==> src/rtl/imem_loader.sv <==
// Program loader: packs a byte stream into 16-bit instruction words
// (high byte first) and writes them into instruction memory from word 0,
// holding the CPU stalled until the halt word lands or memory fills up.
module imem_loader #(
  parameter int ADDR_W = 10,
  parameter int DEPTH  = 1024
) (
  input  logic              clock,
  input  logic              reset,
  input  logic              start,
  input  logic [7:0]        in_data,
  input  logic              in_valid,
  output logic              in_ready,
  output logic              mem_we,
  output logic [ADDR_W-1:0] mem_waddr,
  output logic [15:0]       mem_wdata,
  output logic              cpu_hold,
  output logic              done,
  output logic              overflow,
  output logic [ADDR_W:0]   word_count
);

  typedef enum logic [2:0] {
    S_IDLE,
    S_HIGH,
    S_LOW,
    S_WRITE,
    S_DONE
  } state_t;

  // Word count at which memory is full; one extra bit so DEPTH itself fits.
  localparam logic [ADDR_W:0] DEPTH_CNT = (ADDR_W + 1)'(DEPTH);
  localparam logic [15:0]     HALT_WORD = 16'hFFFF;

  state_t            state;
  state_t            next_state;
  logic [7:0]        high_byte;
  logic [ADDR_W:0]   count_next;
  logic              is_halt;
  logic              is_last;

  assign count_next = word_count + 1'b1;
  assign is_halt    = (mem_wdata == HALT_WORD);
  assign is_last    = (count_next == DEPTH_CNT);

  // State register; reset abandons any partial word and returns to IDLE.
  always_ff @(posedge clock or posedge reset) begin
    if (reset) begin
      state <= S_IDLE;
    end else begin
      state <= next_state;
    end
  end

  // Next-state and Moore output decode; handshake outputs depend on state only.
  always_comb begin
    next_state = state;
    in_ready   = 1'b0;
    mem_we     = 1'b0;
    cpu_hold   = 1'b1;
    done       = 1'b0;
    unique case (state)
      S_IDLE: begin
        if (start) next_state = S_HIGH;
      end
      S_HIGH: begin
        in_ready = 1'b1;
        if (in_valid) next_state = S_LOW;
      end
      S_LOW: begin
        in_ready = 1'b1;
        if (in_valid) next_state = S_WRITE;
      end
      S_WRITE: begin
        mem_we = 1'b1;
        if (is_halt || is_last) next_state = S_DONE;
        else                    next_state = S_HIGH;
      end
      S_DONE: begin
        cpu_hold = 1'b0;
        done     = 1'b1;
        if (start) next_state = S_HIGH;
      end
      default: begin
        next_state = S_IDLE;
      end
    endcase
  end

  // Datapath: byte packing, write address/data and load bookkeeping.
  always_ff @(posedge clock or posedge reset) begin
    if (reset) begin
      high_byte  <= '0;
      mem_waddr  <= '0;
      mem_wdata  <= '0;
      overflow   <= 1'b0;
      word_count <= '0;
    end else begin
      unique case (state)
        S_IDLE, S_DONE: begin
          if (start) begin
            word_count <= '0;
            mem_waddr  <= '0;
            overflow   <= 1'b0;
          end
        end
        S_HIGH: begin
          if (in_valid) high_byte <= in_data;
        end
        S_LOW: begin
          if (in_valid) mem_wdata <= {high_byte, in_data};
        end
        S_WRITE: begin
          word_count <= count_next;
          if (!is_halt) begin
            if (is_last) overflow  <= 1'b1;
            else         mem_waddr <= mem_waddr + 1'b1;
          end
        end
        default: begin
        end
      endcase
    end
  end

endmodule

==> config.mk <==
export PLATFORM = sky130hd
export DESIGN_NAME = imem_loader
export DESIGN_NICKNAME = d
export VERILOG_FILES = /design/src/rtl/imem_loader.sv
export SDC_FILE = /design/constraint.sdc
export NUM_CORES = 1
export LEC_CHECK = 0
export ABC_CLOCK_PERIOD_IN_PS = 3200
export CAP_MARGIN = 20
export CORE_MARGIN = 3
export CORE_UTILIZATION = 40
export CTS_CLUSTER_SIZE = 25
export DETAILED_ROUTE_END_ITERATION = 12
export GPL_TIMING_DRIVEN = 0
export MAX_ROUTING_LAYER = met4
export PLACE_DENSITY = 0.71
export SKIP_CTS_REPAIR_TIMING = 1
export SLEW_MARGIN = 15
export SYNTH_ARGS = -nofsm -noshare
export SYNTH_HDL_FRONTEND = slang
export SYNTH_SLANG_ARGS = --single-unit
==> constraint.sdc <==
create_clock -name clock -period 3.2 [get_ports clock]
set_clock_uncertainty 0.05 [all_clocks]
set_input_delay 0.48 -clock clock [delete_from_list [all_inputs] [get_ports clock]]
set_output_delay 0.48 -clock clock [all_outputs]
set_load 0.005 [all_outputs]
Word level (Yosys, flattened, before mapping)
Cells that the tools add are included.
Cells by class
  multiplexer cells: 19
  reduce and logical (&&, ||, !) cells: 11
  eq/ne operators: 12
  add/sub/neg operators: 2
Operator list (number)
  2-to-1 mux 10 bit: 3
  case mux 11 bit (2 select lines): 1
  case mux 10 bit (2 select lines): 1
  equality test 16 bit (second input constant): 1
  2-to-1 mux 3 bit: 4
  case mux 3 bit (4 select lines): 1
  adder 11 x 1 -> 11 bit (second input constant): 1
  equality test 11 bit (second input constant): 1
  2-to-1 mux 11 bit: 1
  adder 10 x 1 -> 10 bit (second input constant): 1
  inequality test 2 bit (second input constant): 5
  AND reduction 4 bit: 2
  2-to-1 mux 1 bit: 7
  equality test 3 x 2 -> 1 bit (second input constant): 2
  AND reduction 2 bit: 3
  OR reduction 2 bit: 2
  equality test 3 x 1 -> 1 bit (second input constant): 1
  equality test 3 bit (second input constant): 1
  logical NOT 3 bit: 1
  AND reduction 3 bit: 1
  inequality test 2 x 1 -> 1 bit (second input constant): 1
  case mux 1 bit (2 select lines): 1
  nonzero test 2 bit: 1
  logical OR 1 bit: 1
Word-level totals
  output and inout bits: 42
  bits in registers: 49
  word-level logic and storage cells: 50
  input port bits: 12

Depth between registers and ports, before layout
Gate-level depths: netlist of the first run.
  depth after elaboration: 5
  depth in mapped cells: 9
  mapped depth without buffers: 7

Least setup slack after synthesis of the first run
Ideal clock, no wire load.
  kind: register -> register
  start point: register word_count[0]
  end point: register state[0]
  stages on the path, launching flop included: 9
  period minus slack after synthesis: 2.256 ns
  setup slack: 0.944 ns
  arrival time: 2.075 ns
  cells stage by stage: dfrtp_1 ha_1 buf_6 and4_4 buf_6 a211o_1 a211oi_4 a21oi_2 or3_1
Between the ends
  cells in the longest elaborated chain, start to end: 5
RTL lines
  from (decl): line 20  | output logic [ADDR_W:0] word_count
  from (signal assigned): line 114  | word_count <= count_next;
  adder 11 x 1 -> 11 bit: line 42  | assign count_next = word_count + 1'b1;
  equality test 11 bit: line 44  | assign is_last = (count_next == DEPTH_CNT);
  logical OR 1 bit: line 76  | if (is_halt || is_last) next_state = S_DONE;
  2-to-1 mux 3 bit: line 76
  case mux 3 bit (4 select lines): line 62  | unique case (state)
  to (signal assigned): line 51  | state <= next_state;
  to (decl): line 35  | state_t state;
No other way between the ends.
A chain may end at the register's enable or synchronous reset.

Final worst setup path of the first run
  start point: register state[2]
  end point: output port mem_we
Between the ends
  cells in the longest elaborated chain, start to end: 2
RTL lines
  equality test 3 x 2 -> 1 bit: line 62
  2-to-1 mux 1 bit: line 62
  to (decl): line 14  | output logic mem_we,
No other way between the ends.

==> results of run 1 <==
==> logic make-up after synthesis <==
logic type      Yosys count  share of synthesized area
flops                    49                      0.523
xor+xnor                  5                     0.0187
fa+ha+maj                 2                     0.0107
buf+inv                  12                     0.0267
mux                      29                      0.137
compound gates           42                      0.113
simple gates             75                      0.172
==> state kept, by name, summed over array words and instances, names as in the netlist <==
signal and count:
mem_wdata 16, word_count 11, mem_waddr 10, high_byte 8, state 3, overflow 1
==> where the power goes <==
group | internal [mW] | switching, mW
registers | 0.811 | 0.172
logic | 0.477 | 0.299
clock network | 0.239 | 0.222
==> synth_stat cells, drive strengths merged, types with 2 or more instances <==
library cell / instances / area (um^2)
nand4: 9 / 56.3
o21ai: 19 / 95.1
dfrtp: 49 / 1230
inv: 3 / 11.3
a211oi: 3 / 35.0
nor4bb: 2 / 20.0
nand2b: 3 / 18.8
a31oi: 2 / 12.5
nand3b: 2 / 15.0
nand2: 26 / 97.6
and3: 5 / 31.3
buf: 5 / 36.3
ha: 2 / 25.0
nand3: 4 / 20.0
a21oi: 9 / 48.8
and4: 2 / 20.0
a31o: 3 / 26.3
mux2i: 5 / 50.1
mux2: 24 / 270
nor2: 10 / 37.5
nor3: 2 / 10.0
clkbuf: 3 / 11.3
or3b: 2 / 17.5
or4: 2 / 15.0
and2: 2 / 12.5
xnor2: 4 / 35.0
==> final timing paths <==
kind | endpoint | start | slack (ns)
hold reg to reg | overflow | overflow | 0.44
setup / recovery | mem_we | state[2] | 0.78
setup reg to reg | state[0] | word_count[0] | 0.79
hold / removal | high_byte[7] | reset | 0.41
max in group asynchronous | mem_waddr[8] | reset | 2.20
min in group clock | overflow | overflow | 0.44
==> worst max-delay path: stages, from the launching register on <==
cell and delay [ns]:
dfrtp_1 0.46, nand3b_1 0.27, clkinv_1 0.32, clkdlybuf4s50_1 0.54
==> area by class of cell <==
class                   instances  area [um^2]  area share
flip-flops and latches         49         1230       0.395
multi-input cells             153         1060       0.341
repair buffers                 54          551       0.177
well taps                      72         90.1      0.0290
clock buffers                   5         68.8      0.0222
clock inverters                 3         47.5      0.0153
plain buffers                   8         47.5      0.0153
inverters                       4         15.0     0.00484
==> metrics by stage <==
| stage | hold slack (ns) | utilization |
|---|---|---|
| final | 0.410 | 0.553 |
| after global routing | 0.447 | 0.553 |
| after CTS | 0.416 | 0.553 |
| after detailed placement | 0.425 | 0.533 |
| after global placement | 0.420 | 0.529 |
| after floorplan | 0.423 | - |
==> per-layer routing <==
metal / up-vias / wire length [um] / track usage
met5: - / 0 / -
met4: 0 / 50 / 0.0392
met2: 52 / 2300 / 0.254
met3: 6 / 244 / 0.0390
li1: 891 / - / -
met1: 886 / 2390 / 0.220
==> reports/metrics.csv, run 1 <==
metric,value,unit
Die Area,6820,um^2
Clock transition at path regs,0.10,ns
startpoint types,flip-flop,
Final WS setup,0.783,ns
kind of critical path,flip-flop to output port,
Worst VDD drop,0.449,mV
"Top FF cell, synth",dfrtp_1,
# fillers,521,
Residual DRC,0,
HP Class,primary input to asynchronous set/reset pin,
Fin. Hold Viols,0,
cell count after synthesis,214,
final setup fails,0,
CTS tree,done,
vias per inst,5.27,
largest net degree at the start of global routing,34,
Via Count,1835,
Post-Syn Area,2350,um^2
ratio of cells with drive above 1 in the final layout,0.174,
number of H-tree levels,2,
Die Ht,82.6,um
Syn-to-layout area delta,32.3,%
gp weighted congestion,0.759,
Routed wire per std cell,14.3,um
LEAKAGE,1.31,nW
area of placed instances,2990,um^2
core area,5610,um^2
Yosys reg bits,49,
first-pass GRT wire length,8430,um
most frequent cells in the layout,"clkdlybuf4s50_1 (53), dfrtp_1 (49), nand2_1 (26), mux2_2 (24), o21ai_0 (18)",
Relative slew margins,0.625,
DRT antenna net count,0,
Final min period,2.42,ns
Skew-Pair Late Insertion Delay,0.31,ns
crit-path max FO,10,
GR Util All Layers,0.164,
fin crit share,0.755,
syn_area_per_cell,11.0,um^2
Post-Syn Nets,228,
HPWL after detailed placement,3630,um
Sum Neg Setup Slack,0,ns
CTS Buffer Depth,2,
total power,2.22,mW
Sink Count,49,
FMAX,414,MHz
DP Cell Count,340,
post-place setup slack,0.775,ns
DRT Pass-1 Iters,4,
status,"finished, final reports clean",
Starting Density,0.418,
vias in the first global route,1786,
fin cells,348,
# IOs,54,
ys async rst share,1.00,
Final nets,289,
clk root buf,clkbuf_8,
total grt overflow,0,
Routed WL,4990,um
Max Cap Violations,0,
Pwr Density,716,nW/um^2
"Seq/Total Area, Yosys",0.523,
Critical Path AT,1.89,ns
IO Port Bufs,53,
Netlist cell types,44,
crit end category,output port,
Horiz. Die Dim,82.6,um
initial DRC count,87,
FF-to-FF path depth,8,
Post-synth EDFFs,0,
YS warnings,0,
"commonest non-fill, non-tap cell in the layout",clkdlybuf4s50_1,
"Req. time, crit path",2.67,ns
"Slew Viols, Final",0,
antenna cells,0,
FP Rows,27,
post-route cell area,3100,um^2
initial antenna violation count,0,
RSZ-0062 raised after global routing,no,
CTS buffer count,5,
Slew @ Worst Pin,0.560,ns
Note: power is estimated with default switching activity, not from simulation.
==> inputs of run 2 (changes only) <==
- ABC_CLOCK_PERIOD_IN_PS: 3200 -> 2250
- clock period: 3.2 -> 2.25 ns (I/O delays scaled with it)
==> run 2 against run 1 <==
Compared with the run above: sequential cell count did not move; highest routed layer unchanged; global-route usage is 1.6 points higher; critical path depth rose by 1; sequential share of layout area fell by 1.5 points; clock-buffer cell count unchanged; routed wire length increased by 14%; largest cell class unchanged.
==> reports/metrics.csv, run 2 (synthesized netlist as in run 1, its figures left out) <==
metric,value,unit
"Slew Viols, Final",0,
GR Util All Layers,0.180,
CTS tree,done,
Fin. Hold Viols,0,
"commonest non-fill, non-tap cell in the layout",clkdlybuf4s50_1,
met2 wirelength from detailed routing,2710,um
Skew-Pair Late Insertion Delay,0.30,ns
hold slack,0.298,ns
number of H-tree levels,2,
HPWL after detailed placement,3910,um
Starting Density,0.418,
first-pass GRT wire length,9030,um
Metal-1 WL,2570,um
max layer used,met4,
vias in the first global route,1914,
worst flop-to-flop path endpoint,state[0],
kind of critical path,flip-flop to output port,
FMAX,454,MHz
startpoint types,flip-flop,
"Req. time, crit path",1.86,ns
DRT antenna net count,0,
Critical Path AT,1.81,ns
initial antenna violation count,0,
Sum Neg Setup Slack,0,ns
Max Cap Violations,0,
IO Port Bufs,53,
status,"finished, final reports clean",
r2r setup slk,0.07,ns
Slew @ Worst Pin,0.578,ns
Final min period,2.20,ns
Clock transition at path regs,0.09,ns
Relative slew margins,0.613,
Die Ht,82.6,um
largest registers,"mem_wdata (16), word_count (11), mem_waddr (10)",
crit end category,output port,
total power,3.34,mW
ratio of cells with drive above 1 in the final layout,0.244,
FF-to-FF path depth,6,
vias per inst,5.38,
fin crit share,0.979,
most frequent cells in the layout,"clkdlybuf4s50_1 (53), dfrtp_1 (44), nand2_1 (25), mux2_2 (24)",
Routed wire per std cell,15.7,um
Pwr Density,1030,nW/um^2
LEAKAGE,1.38,nW
# IOs,54,
RR Startpoint,word_count[0],
met3 WL,365,um
Final nets,305,
FP Rows,27,
Via Count,1954,
Horiz. Die Dim,82.6,um
Syn-to-layout area delta,38.0,%
antenna cells,0,
final setup fails,0,
total grt overflow,0,
Worst VDD drop,0.561,mV
clk root buf,clkbuf_8,
core area,5610,um^2
Largest Register,mem_wdata,
Die Area,6820,um^2
largest net degree at the start of global routing,31,
Final WS setup,0.0475,ns
CTS Buffer Depth,2,
DRT Pass-1 Iters,4,
max FFs per register,16,
Residual DRC,0,
Sink Count,49,
initial DRC count,109,
gp weighted congestion,0.784,
Routed WL,5710,um
CTS buffer count,5,
crit-path max FO,8,
post-place setup slack,-0.188,ns
HP Class,primary input to asynchronous set/reset pin,
## run 2: changes by cell type in the layout (fill, tap and decap cells not counted), moves of 2 or more
| cell | delta |
|---|---|
| inv_6 | -2 |
| buf_4 | +18 |
| buf_6 | -2 |
| dfrtp_2 | +5 |
| dfrtp_1 | -5 |
## run 2: layout make-up
class / count / area [um^2]
plain buffers: 6 / 25.0
clock buffers: 5 / 68.8
clock inverters: 2 / 35.0
fillers: 499 / 2370
inverters: 4 / 18.8
multi-input cells: 153 / 1080
flip-flops and latches: 49 / 1230
well taps: 72 / 90.1
repair buffers: 72 / 686
## run 2: critical path, stage by stage, from the launching register on
cell             delay, ns
dfrtp_2               0.45
buf_4                 0.15
nand3b_1              0.20
clkinvlp_4            0.23
clkdlybuf4s50_1       0.49
## run 2: where the power goes
part | internal [mW] | total (mW) | switching (mW)
Clock | 0.324 | 0.617 | 0.293
Combinational | 0.819 | 1.33 | 0.507
Sequential | 1.16 | 1.40 | 0.236
Total | 2.30 | 3.34 | 1.04
## run 2: layer usage
| layer | up-vias | GRT usage |
|---|---|---|
| li1 | 927 | - |
| met1 | 963 | 0.234 |
| met2 | 57 | 0.277 |
| met3 | 7 | 0.0542 |
| met4 | 0 | 0.0441 |
| met5 | - | - |
## run 2: worst max-delay path by stage
| stage | from | cells past startpoint | endpoint | slack [ns] |
|---|---|---|---|---|
| floorplan | word_count[1] | 8 | state[0] | -0.003 |
| global placement | reset | 2 | mem_waddr[4] | -0.29 |
| detailed placement | word_count[1] | 8 | mem_waddr[9] | -0.19 |
| CTS | word_count[1] | 9 | mem_waddr[8] | -0.20 |
| global route | state[0] | 4 | mem_we | -0.04 |
| finish | state[0] | 4 | mem_we | 0.05 |
## run 2: metrics by stage
stage,std cells,instance area [um^2],utilization
after global placement,339,2980,0.531
after floorplan,214,2360,-
final,363,3240,0.577
after global routing,363,3240,0.577
after detailed placement,340,3000,0.534
after CTS,347,3100,0.553
